## src/rtl/pipelined_cla_pkg.sv

```systemverilog
// Shared definitions for the pipelined carry-lookahead adder/subtractor.
// Latency: n/a (constants, types and elaboration-time checks only).
// Backpressure: n/a.
package pipelined_cla_pkg;

  localparam int GRP = 4;

  typedef enum logic {
    OP_ADD = 1'b0,
    OP_SUB = 1'b1
  } op_e;

  // WIDTH must split into STAGES equal segments, each a whole number of 4-bit groups.
  function automatic bit params_ok(input int width, input int stages);
    return (stages >= 1) && (width >= 8) && (width % (GRP * stages) == 0);
  endfunction

endpackage

```

## src/rtl/cla_group4.sv

```systemverilog
// 4-bit carry-lookahead cell, used per bit group and again per block of groups.
// Latency: combinational.
// Backpressure: n/a.
module cla_group4
  import pipelined_cla_pkg::*;
(
  input  logic [GRP-1:0] p,
  input  logic [GRP-1:0] g,
  input  logic           ci,
  output logic           c1,
  output logic           c2,
  output logic           c3,
  output logic           gp,
  output logic           gg
);

  assign c1 = g[0] | (p[0] & ci);
  assign c2 = g[1] | (p[1] & g[0]) | (p[1] & p[0] & ci);
  assign c3 = g[2] | (p[2] & g[1]) | (p[2] & p[1] & g[0]) | (p[2] & p[1] & p[0] & ci);

  assign gp = &p;
  assign gg = g[3] | (p[3] & g[2]) | (p[3] & p[2] & g[1]) | (p[3] & p[2] & p[1] & g[0]);

endmodule

```

## src/rtl/pipelined_cla_addsub.sv

```systemverilog
// Pipelined CLA add/subtract, one WIDTH/STAGES-bit segment resolved per stage.
// Latency: STAGES cycles, one op per cycle.
// Backpressure: whole pipe freezes while out_valid & ~out_ready; in_ready follows.
module pipelined_cla_addsub
  import pipelined_cla_pkg::*;
#(
  parameter int WIDTH  = 32,
  parameter int STAGES = 2
) (
  input  logic             clk,
  input  logic             rst_n,
  input  logic             in_valid,
  output logic             in_ready,
  input  logic [WIDTH-1:0] a,
  input  logic [WIDTH-1:0] b,
  input  logic             cin,
  input  logic             sub,
  output logic             out_valid,
  input  logic             out_ready,
  output logic [WIDTH-1:0] sum,
  output logic             cout,
  output logic             ovf,
  output logic             zero
);

  localparam int SEG = WIDTH / STAGES;
  localparam int NG  = SEG / GRP;
  localparam int NB  = (NG + GRP - 1) / GRP;

  if (!params_ok(WIDTH, STAGES)) begin : g_bad_params
    $error("pipelined_cla_addsub: illegal WIDTH=%0d STAGES=%0d", WIDTH, STAGES);
  end

  logic             adv;
  logic [WIDTH-1:0] b_eff;
  logic             c_eff;

  assign adv      = out_ready | ~out_valid;
  assign in_ready = adv;
  assign b_eff    = (op_e'(sub) == OP_SUB) ? ~b : b;
  assign c_eff    = (op_e'(sub) == OP_SUB) ? 1'b1 : cin;

  // Stage k register: bits below (k+1)*SEG hold finished sum, bits above still hold A;
  // xb_q carries the not-yet-used upper part of effective B.
  logic [WIDTH-1:0] xa_q [STAGES];
  logic [WIDTH-1:0] xb_q [STAGES];
  logic             cy_q [STAGES];
  logic             vld_q[STAGES];
  logic             ovf_q, zero_q;

  logic [WIDTH-1:0] xa_d [STAGES];
  logic [WIDTH-1:0] xb_d [STAGES];
  logic             cy_d [STAGES];
  logic             cm_d [STAGES];
  logic             vld_d[STAGES];

  for (genvar k = 0; k < STAGES; k++) begin : g_stg
    logic [WIDTH-1:0] xa_in, xb_in, xa_nx;
    logic             ci_in;
    logic [SEG-1:0]   sp, sg, sc;
    logic [NG-1:0]    gp, gg, gc;
    logic [NB-1:0]    blk_p, blk_g;
    logic [NB:0]      bc;

    if (k == 0) begin : g_src
      assign xa_in    = a;
      assign xb_in    = b_eff;
      assign ci_in    = c_eff;
      assign vld_d[k] = in_valid;
    end else begin : g_src
      assign xa_in    = xa_q[k-1];
      assign xb_in    = xb_q[k-1];
      assign ci_in    = cy_q[k-1];
      assign vld_d[k] = vld_q[k-1];
    end

    assign sp = xa_in[k*SEG +: SEG] ^ xb_in[k*SEG +: SEG];
    assign sg = xa_in[k*SEG +: SEG] & xb_in[k*SEG +: SEG];

    for (genvar j = 0; j < NG; j++) begin : g_grp
      cla_group4 u_grp (
        .p  (sp[j*GRP +: GRP]),
        .g  (sg[j*GRP +: GRP]),
        .ci (gc[j]),
        .c1 (sc[j*GRP+1]),
        .c2 (sc[j*GRP+2]),
        .c3 (sc[j*GRP+3]),
        .gp (gp[j]),
        .gg (gg[j])
      );
      assign sc[j*GRP] = gc[j];
    end

    // Second lookahead level over blocks of four groups; missing groups are padded transparent.
    for (genvar bi = 0; bi < NB; bi++) begin : g_blk
      logic [GRP-1:0] bp, bg;
      logic [GRP-1:1] bcy;

      for (genvar t = 0; t < GRP; t++) begin : g_pad
        if (bi*GRP + t < NG) begin : g_real
          assign bp[t] = gp[bi*GRP+t];
          assign bg[t] = gg[bi*GRP+t];
        end else begin : g_fill
          assign bp[t] = 1'b1;
          assign bg[t] = 1'b0;
        end
      end

      cla_group4 u_blk (
        .p  (bp),
        .g  (bg),
        .ci (bc[bi]),
        .c1 (bcy[1]),
        .c2 (bcy[2]),
        .c3 (bcy[3]),
        .gp (blk_p[bi]),
        .gg (blk_g[bi])
      );

      assign gc[bi*GRP] = bc[bi];
      for (genvar t = 1; t < GRP; t++) begin : g_gc
        if (bi*GRP + t < NG) begin : g_use
          assign gc[bi*GRP+t] = bcy[t];
        end
      end
    end

    always_comb begin
      logic c;
      bc = '0;
      c  = ci_in;
      for (int m = 0; m < NB; m++) begin
        bc[m] = c;
        c     = blk_g[m] | (blk_p[m] & c);
      end
      bc[NB] = c;
    end

    always_comb begin
      xa_nx                = xa_in;
      xa_nx[k*SEG +: SEG]  = sp ^ sc;
    end

    assign xa_d[k] = xa_nx;
    assign xb_d[k] = xb_in;
    assign cy_d[k] = bc[NB];
    assign cm_d[k] = sc[SEG-1];
  end

  logic fovf, fzero;
  assign fovf  = cm_d[STAGES-1] ^ cy_d[STAGES-1];
  assign fzero = (xa_d[STAGES-1] == '0);

  always_ff @(posedge clk or negedge rst_n) begin
    if (!rst_n) begin
      for (int k = 0; k < STAGES; k++) begin
        xa_q[k]  <= '0;
        xb_q[k]  <= '0;
        cy_q[k]  <= 1'b0;
        vld_q[k] <= 1'b0;
      end
      ovf_q  <= 1'b0;
      zero_q <= 1'b0;
    end else if (adv) begin
      for (int k = 0; k < STAGES; k++) begin
        xa_q[k]  <= xa_d[k];
        xb_q[k]  <= xb_d[k];
        cy_q[k]  <= cy_d[k];
        vld_q[k] <= vld_d[k];
      end
      ovf_q  <= fovf;
      zero_q <= fzero;
    end
  end

  assign out_valid = vld_q[STAGES-1];
  assign sum       = xa_q[STAGES-1];
  assign cout      = cy_q[STAGES-1];
  assign ovf       = ovf_q;
  assign zero      = zero_q;

endmodule
```

## config.mk

```make
export PLATFORM = sky130hd
export DESIGN_NAME = pipelined_cla_addsub
export DESIGN_NICKNAME = d
export VERILOG_FILES = /design/src/rtl/pipelined_cla_pkg.sv /design/src/rtl/cla_group4.sv /design/src/rtl/pipelined_cla_addsub.sv
export SDC_FILE = /design/constraint.sdc
export NUM_CORES = 1
export LEC_CHECK = 0
export ABC_AREA = 1
export CAP_MARGIN = 10
export CORE_MARGIN = 2
export CORE_UTILIZATION = 41
export CTS_BUF_LIST = sky130_fd_sc_hd__clkbuf_8
export DETAILED_ROUTE_END_ITERATION = 12
export GPL_TIMING_DRIVEN = 0
export PLACE_DENSITY = 0.74
export SLEW_MARGIN = 10
export SYNTH_ARGS = -nofsm -noshare
export SYNTH_HDL_FRONTEND = slang
export SYNTH_SLANG_ARGS = --single-unit
```

## constraint.sdc

```tcl
create_clock -name clk -period 3.3 [get_ports clk]
set_input_delay 0.66 -clock clk [delete_from_list [all_inputs] [get_ports clk]]
set_output_delay 0.66 -clock clk [all_outputs]
set_load 0.02 [all_outputs]
```

# --- Yosys cells after proc, flatten, opt, wreduce, memory -nomap -nowiden ---
# Cells that the tools add are included.
word_totals:
  ff_bits: 102
  input_bits: 70
classes:
  mux: 2
  n_bitwise: 244
  n_reduce_logical: 11
ops:
  columns: ["op", "n"]
  rows:
  - ["AND 1 bit", 142]
  - ["bitwise OR 1 bit", 93]
  - ["bitwise XOR 16 bit", 4]
  - ["AND 16 bit", 2]
  - ["zero test 32 bit", 1]
  - ["2-to-1 mux 32 bit", 1]
  - ["NOT 32 bit", 1]
  - ["AND reduction 16 bit", 2]
  - ["AND reduction 4 bit", 8]
  - ["2-to-1 mux 1 bit", 1]
  - ["NOT 1 bit", 1]
  - ["bitwise XOR 1 bit", 1]

# --- Longest topological paths before layout ---
depth:
  ltp_word: 14
  depth_mapped: 19
  depth_no_buf: 19

# --- Hierarchy ---
# A second synthesis with hierarchy kept.
unflattened:
  hier_cells: 702
  hier_area_um2: 5271.3
modules_own_cells:
  columns: ["mod", "instances", "cells_each", "area_each_um2", "seq_area_each_um2"]
  rows:
  - ["pipelined_cla_addsub", 1, 502, 4420.5, 2152.1]
  - ["cla_group4", 10, 20, 85.1, 0.0]

# --- Worst setup path after synthesis ---
# OpenSTA, ideal clock, no wires.
synth_timing:
  path_kind: "in2reg"
  from: "in sub"
  to: "reg xa_q, in the netlist g_stg[1].xa_in[13]"
  setup_time_ns: 0.083
  arrival_ns: 2.833
  required_ns: 3.217
  setup_slack_ns: 0.385
  cell_stages: 13
  path_buffers: 2
  cell_sequence: "buf_4 buf_2 xnor2_1 inv_1 ha_1 nand4_1 nor3_1 nand3_1 nand4_1 inv_1 fa_1 xor2_1 o21ai_0"
synth_between:
  elab_chain_len: 13
  elab_cells_between_ends: 42
  cone_classes: "mux: 2; bitwise: 37; reduce/logical: 3"
synth_rtl:
  columns: ["element", "line", "rtl"]
  rows:
  - ["from (decl)", "pipelined_cla_addsub.sv:17", "input logic sub,"]
  - ["2-to-1 mux 32 bit", "pipelined_cla_addsub.sv:40", "assign b_eff = (op_e'(sub) == OP_SUB) ? ~b : b;"]
  - ["bitwise XOR 16 bit or AND 16 bit (tied branches)", "pipelined_cla_addsub.sv:77, pipelined_cla_addsub.sv:78", null]
  - ["AND 1 bit", "cla_group4.sv:22", "assign gg = g[3] | (p[3] & g[2]) | (p[3] & p[2] & g[1]) | (p[3] & p[2] & p[1] & g[0]);"]
  - ["bitwise OR 1 bit or AND 1 bit (tied branches) (2 in series)", "cla_group4.sv:22", null]
  - ["bitwise OR 1 bit", "cla_group4.sv:22", null]
  - ["AND 1 bit", "cla_group4.sv:19", "assign c3 = g[2] | (p[2] & g[1]) | (p[2] & p[1] & g[0]) | (p[2] & p[1] & p[0] & ci);"]
  - ["bitwise OR 1 bit (3 in series)", "cla_group4.sv:19", null]
  - ["AND 1 bit", "cla_group4.sv:17", "assign c1 = g[0] | (p[0] & ci);"]
  - ["bitwise OR 1 bit", "cla_group4.sv:17", null]
  - ["bitwise XOR 16 bit (*)", "pipelined_cla_addsub.sv:141", "xa_nx[k*SEG +: SEG] = sp ^ sc;"]
  - ["to (signal, indexed assignment)", "pipelined_cla_addsub.sv:166", "xa_q[k] <= xa_d[k];"]
  - ["to (decl)", "pipelined_cla_addsub.sv:45", "logic [WIDTH-1:0] xa_q [STAGES];"]
# Every way passes the cells marked *; elsewhere a longest branch is shown, timed or not.
# A chain may end at the register's enable or synchronous reset.

# --- Final worst setup path ---
layout_timing:
  from: "reg xa_q, in the netlist g_stg[1].xa_in[22]"
  to: "reg zero_q (netlist: zero)"
layout_between:
  elab_chain_len: 13
  elab_cells_between_ends: 46
  cone_classes: "bitwise: 44; reduce/logical: 2"
layout_rtl:
  columns: ["element", "line", "rtl"]
  rows:
  - ["AND 16 bit or bitwise XOR 16 bit (tied branches)", "pipelined_cla_addsub.sv:78, pipelined_cla_addsub.sv:77", null]
  - ["AND 1 bit", "cla_group4.sv:22", null]
  - ["bitwise OR 1 bit or AND 1 bit (tied branches) (2 in series)", "cla_group4.sv:22", null]
  - ["bitwise OR 1 bit", "cla_group4.sv:22", null]
  - ["AND 1 bit", "cla_group4.sv:19", null]
  - ["bitwise OR 1 bit (3 in series)", "cla_group4.sv:19", null]
  - ["AND 1 bit (on tied branches)", "cla_group4.sv:17, cla_group4.sv:18, cla_group4.sv:19", null]
  - ["bitwise OR 1 bit (on tied branches)", "cla_group4.sv:17, cla_group4.sv:18, cla_group4.sv:19", null]
  - ["bitwise XOR 16 bit (*)", "pipelined_cla_addsub.sv:141", null]
  - ["zero test 32 bit (*)", "pipelined_cla_addsub.sv:152", "assign fzero = (xa_d[STAGES-1] == '0);"]
  - ["to (signal assigned)", "pipelined_cla_addsub.sv:172", "zero_q <= fzero;"]
  - ["to (decl)", "pipelined_cla_addsub.sv:49", "logic ovf_q, zero_q;"]
# Marked as above.

==> results.md <==
- Status: finished, final reports clean
- Final nets: 858
- Port Buffer Count: 105
- Post-DR wirelength/cell: 14.5 um
- Critical path's largest stage delay: 0.53 ns
- GPL Wtd Cong: 0.876
- Max-cap violations: 0
- Hold crit path type: in2async
- Reg-to-reg critical path startpoint: g_stg[1].xa_in[22]
- Total CTS buffers: 9
- Max Root-Sink Buffers: 2
- Crit path cell chain: ha_1 -> nand2_1 -> nor2_2 -> and2_1 -> nand3_1 -> nand4_2 -> inv_1 -> fa_1 -> nand3b_1 -> nor2_1 -> nand2_1 -> nor2_1 -> nand2_1 -> nor2_1 -> nand3_1 -> nor2_1 -> nand4_1 -> nand2_1
- Hold slack final: 0.249 ns
- Syn Nets: 742
- FFs w/ async S/R, synth: 1.00
- Initial Utilization: 0.424
- # resized after CTS: 0
- Delay-heaviest family, CP: simple AND/OR/NAND/NOR gates
- Number of vias per cell: 5.02
- Ant. Diodes: 0
- CTS tree: yes
- WS Path Type: reg2reg
- Instance count on the critical path: 18
- YS warnings: 0
- Largest net degree at the start of global routing: 54
- Core area: 12100 sq um
- Final worst-path cycle share: 0.927
- Vias in the first global route: 4627
- Initial antenna violation count: 0
- CTS root buf: clkbuf_8
- Critical Path Start: g_stg[1].xa_in[22]
- WP buf/inv: 1
- Total chip power: roughly 0.0041 W
- Leakage power: between 3 and 4 nW
- Routed Antenna Nets: 0
- Reg2reg path depth: 18
- Final slew viol count: 0
- Reg clk slew, reported paths: 0.09 ns
- Seq/Total Area, Yosys: 0.419
- Mapped cell area: 5130 sq um
- Worst path arrival time: 3.36 ns
- Share of layout cells above drive strength 1: 0.0505
- DRT Wirelength: 13400 um
- Clk sink count: 86
- Post-route design area: 6630 sq um
- Final hold viol count: 0
- Switching share of power: 0.388
- Post-CTS Hold Buffers: 0
- CP endpoint kind: flip-flop
- Sw Pwr: 0.00161 W
- Critical path capture point: zero
- R2r setup slk: 0.24 ns
- DR iter-0 viols: ~280
- Syn Area/Cell: 8.12 sq um
- Cell Rows: 40
- Area fraction of the dominant cell type after synthesis: 0.419
- Reg power frac: 0.372
- CP max stage cell: fa_1
- Placed wire-length estimate: 10500 um
- Core Util, Final: 0.548
- Synth top area cells: dfrtp_1, nand2_1, ha_1
- Max Clock Freq: 0.327 GHz
- Die Area: around 13000 sq um
- H-tree levels: 3
- Clk_lat worst skew: 0.36 ns
- Ports: 107
- DIE HEIGHT: 116 um
- FF+latch count, synth: 86
- PD cells: 625 nW/um^2
- Clock share of power: 0.200
- Post-synth EDFFs: 0
- Largest area contributor in the netlist: dfrtp_1
- Fin crit period: 3.06 ns
- Post-synth cell types: 34
- Vias: approximately 4600
- Crit path max fanout: 7
- Critical Path RT: 3.60 ns
- Cell-internal power: 0.00254 W
- First-pass DRT Iterations: 7
- Slew @ Worst Pin: about 0.65 ns
- Post-CTS Setup Inserts: 0
- Worst Skew: 0.0140 ns
- Total grt overflow: 0
- Reg2reg end: zero
- Die W: 116 um
- DRC Markers: 0
- Primary FF master, synth: dfrtp_1
- Combinational power share: 0.429
- Slew HR: 0.568
- Final setup violation count: 0
- Gr usage total: 0.207
- Startpoint types: flip-flop
- Synthesized instance count: 632
- First-pass GRT wire length: approximately 22000 um
- Placement Cell Area: 6420 sq um
- Area delta synth->final: 29.2%
- RSZ-0062 raised after global routing: false
- Max VDD drop: about 0.00028 V
state kept, by name (all words and copies together) (netlist names):
signal	flops
g_stg.ci_in	1
g_stg.xa_in	32
vld_d	1
zero	1
sum	32
out_valid	1
cout	1
g_stg.xb_in	16
ovf	1
layout by cell type, fill, tap and decap left out, types with 2 or more instances in the layout:
master           Yosys  final
nand2_1            214    214
inv_2                2      2
dfrtp_1             86     86
clkdlybuf4s50_1      0    104
inv_6                0      2
nand3_2              4      4
nand2_4              2      2
ha_1                32     32
bufinv_16            0      2
nand2_2              5      5
o22ai_1              2      2
o211ai_1             2      2
o21ai_0             46     46
fa_1                 8      8
clkbuf_1            14     14
a21oi_1             15     15
a221oi_1             2      2
buf_2                4      4
buf_4                1      2
inv_1               54     54
a31oi_1              4      4
nand4_1             11     11
o21bai_1             3      3
nor2_2               2      2
xor2_1              22     22
nand3b_1             7      7
clkbuf_8             0      9
xnor2_1             20     20
nor3_1               2      2
nand3_1             31     31
buf_1                3      2
nor2_1              28     28
cells by family after synthesis:
logic type	after synthesis	share of synthesized area
compound gates	77	0.0824
xor+xnor	42	0.0717
fa+ha+maj	40	0.109
buf+inv	78	0.0588
flops	86	0.419
simple gates	309	0.258
how the worst min path moves through the flow:
stage | depth (start not counted) | slack [ns] | to
after floorplan | 0 | 0.36 | cout
after global placement | 2 | 0.43 | out_valid
after detailed placement | 2 | 0.44 | out_valid
after CTS | 1 | 0.26 | g_stg[1].xa_in[18]
after global routing | 1 | 0.27 | g_stg[1].xa_in[18]
final | 1 | 0.25 | g_stg[1].xa_in[18]
per-layer routing:
layer	up-vias	share of wire	track usage
li1	2261	-	-
met1	2184	0.41	0.259
met2	167	0.51	0.374
met3	6	0.076	0.0403
met4	0	0.0038	0.0405
met5	-	0	0
worst register-to-register path: cells and delay by family (launching register included):
family / cells / cell delay (ns)
flops: 1 / 0.41
simple gates: 15 / 1.59
buf+inv: 1 / 0.06
fa+ha+maj: 2 / 0.93
synth_stat cells, types with 3 or more instances:
cell type / count
nand2_1: 214
dfrtp_1: 86
inv_1: 54
o21ai_0: 46
ha_1: 32
nand3_1: 31
nor2_1: 28
xor2_1: 22
xnor2_1: 20
a21oi_1: 15
clkbuf_1: 14
nand4_1: 11
fa_1: 8
nand3b_1: 7
nand2_2: 5
a31oi_1: 4
buf_2: 4
nand3_2: 4
buf_1: 3
o21bai_1: 3
cell type report:
type	instances	area (sq um)
repair buffers	106	1080
fillers	1129	5480
clock buffers	9	124
clock inverters	6	93.8
flip-flops and latches	86	2150
multi-input cells	468	2680
plain buffers	21	87.6
well taps	168	210
inverters	56	210
through the flow:
| stage | TNS, ns | setup slack, ns | instances |
|---|---|---|---|
| 6_report | 0 | 0.242 | 920 |
| 3_5_place_dp | -0.0731 | -0.0635 | 906 |
| 4_1_cts | 0 | 0.247 | 920 |
| 3_3_place_gp | -116.68 | -1.36 | 905 |
| 5_1_grt | 0 | 0.0244 | 920 |
| 2_1_floorplan | 0 | 0.385 | 632 |
power by group through the flow:
stage | registers, W | logic (W) | clock network [W]
2_1_floorplan | 0.00172 | 0.000845 | 0
3_3_place_gp | 0.00155 | 0.00171 | 0
3_5_place_dp | 0.00155 | 0.00178 | 0
4_1_cts | 0.00154 | 0.00179 | 0.000834
5_1_grt | 0.00157 | 0.00197 | 0.000877
6_report | 0.00154 | 0.00178 | 0.000827
Note: power is estimated with default switching activity, not from simulation.
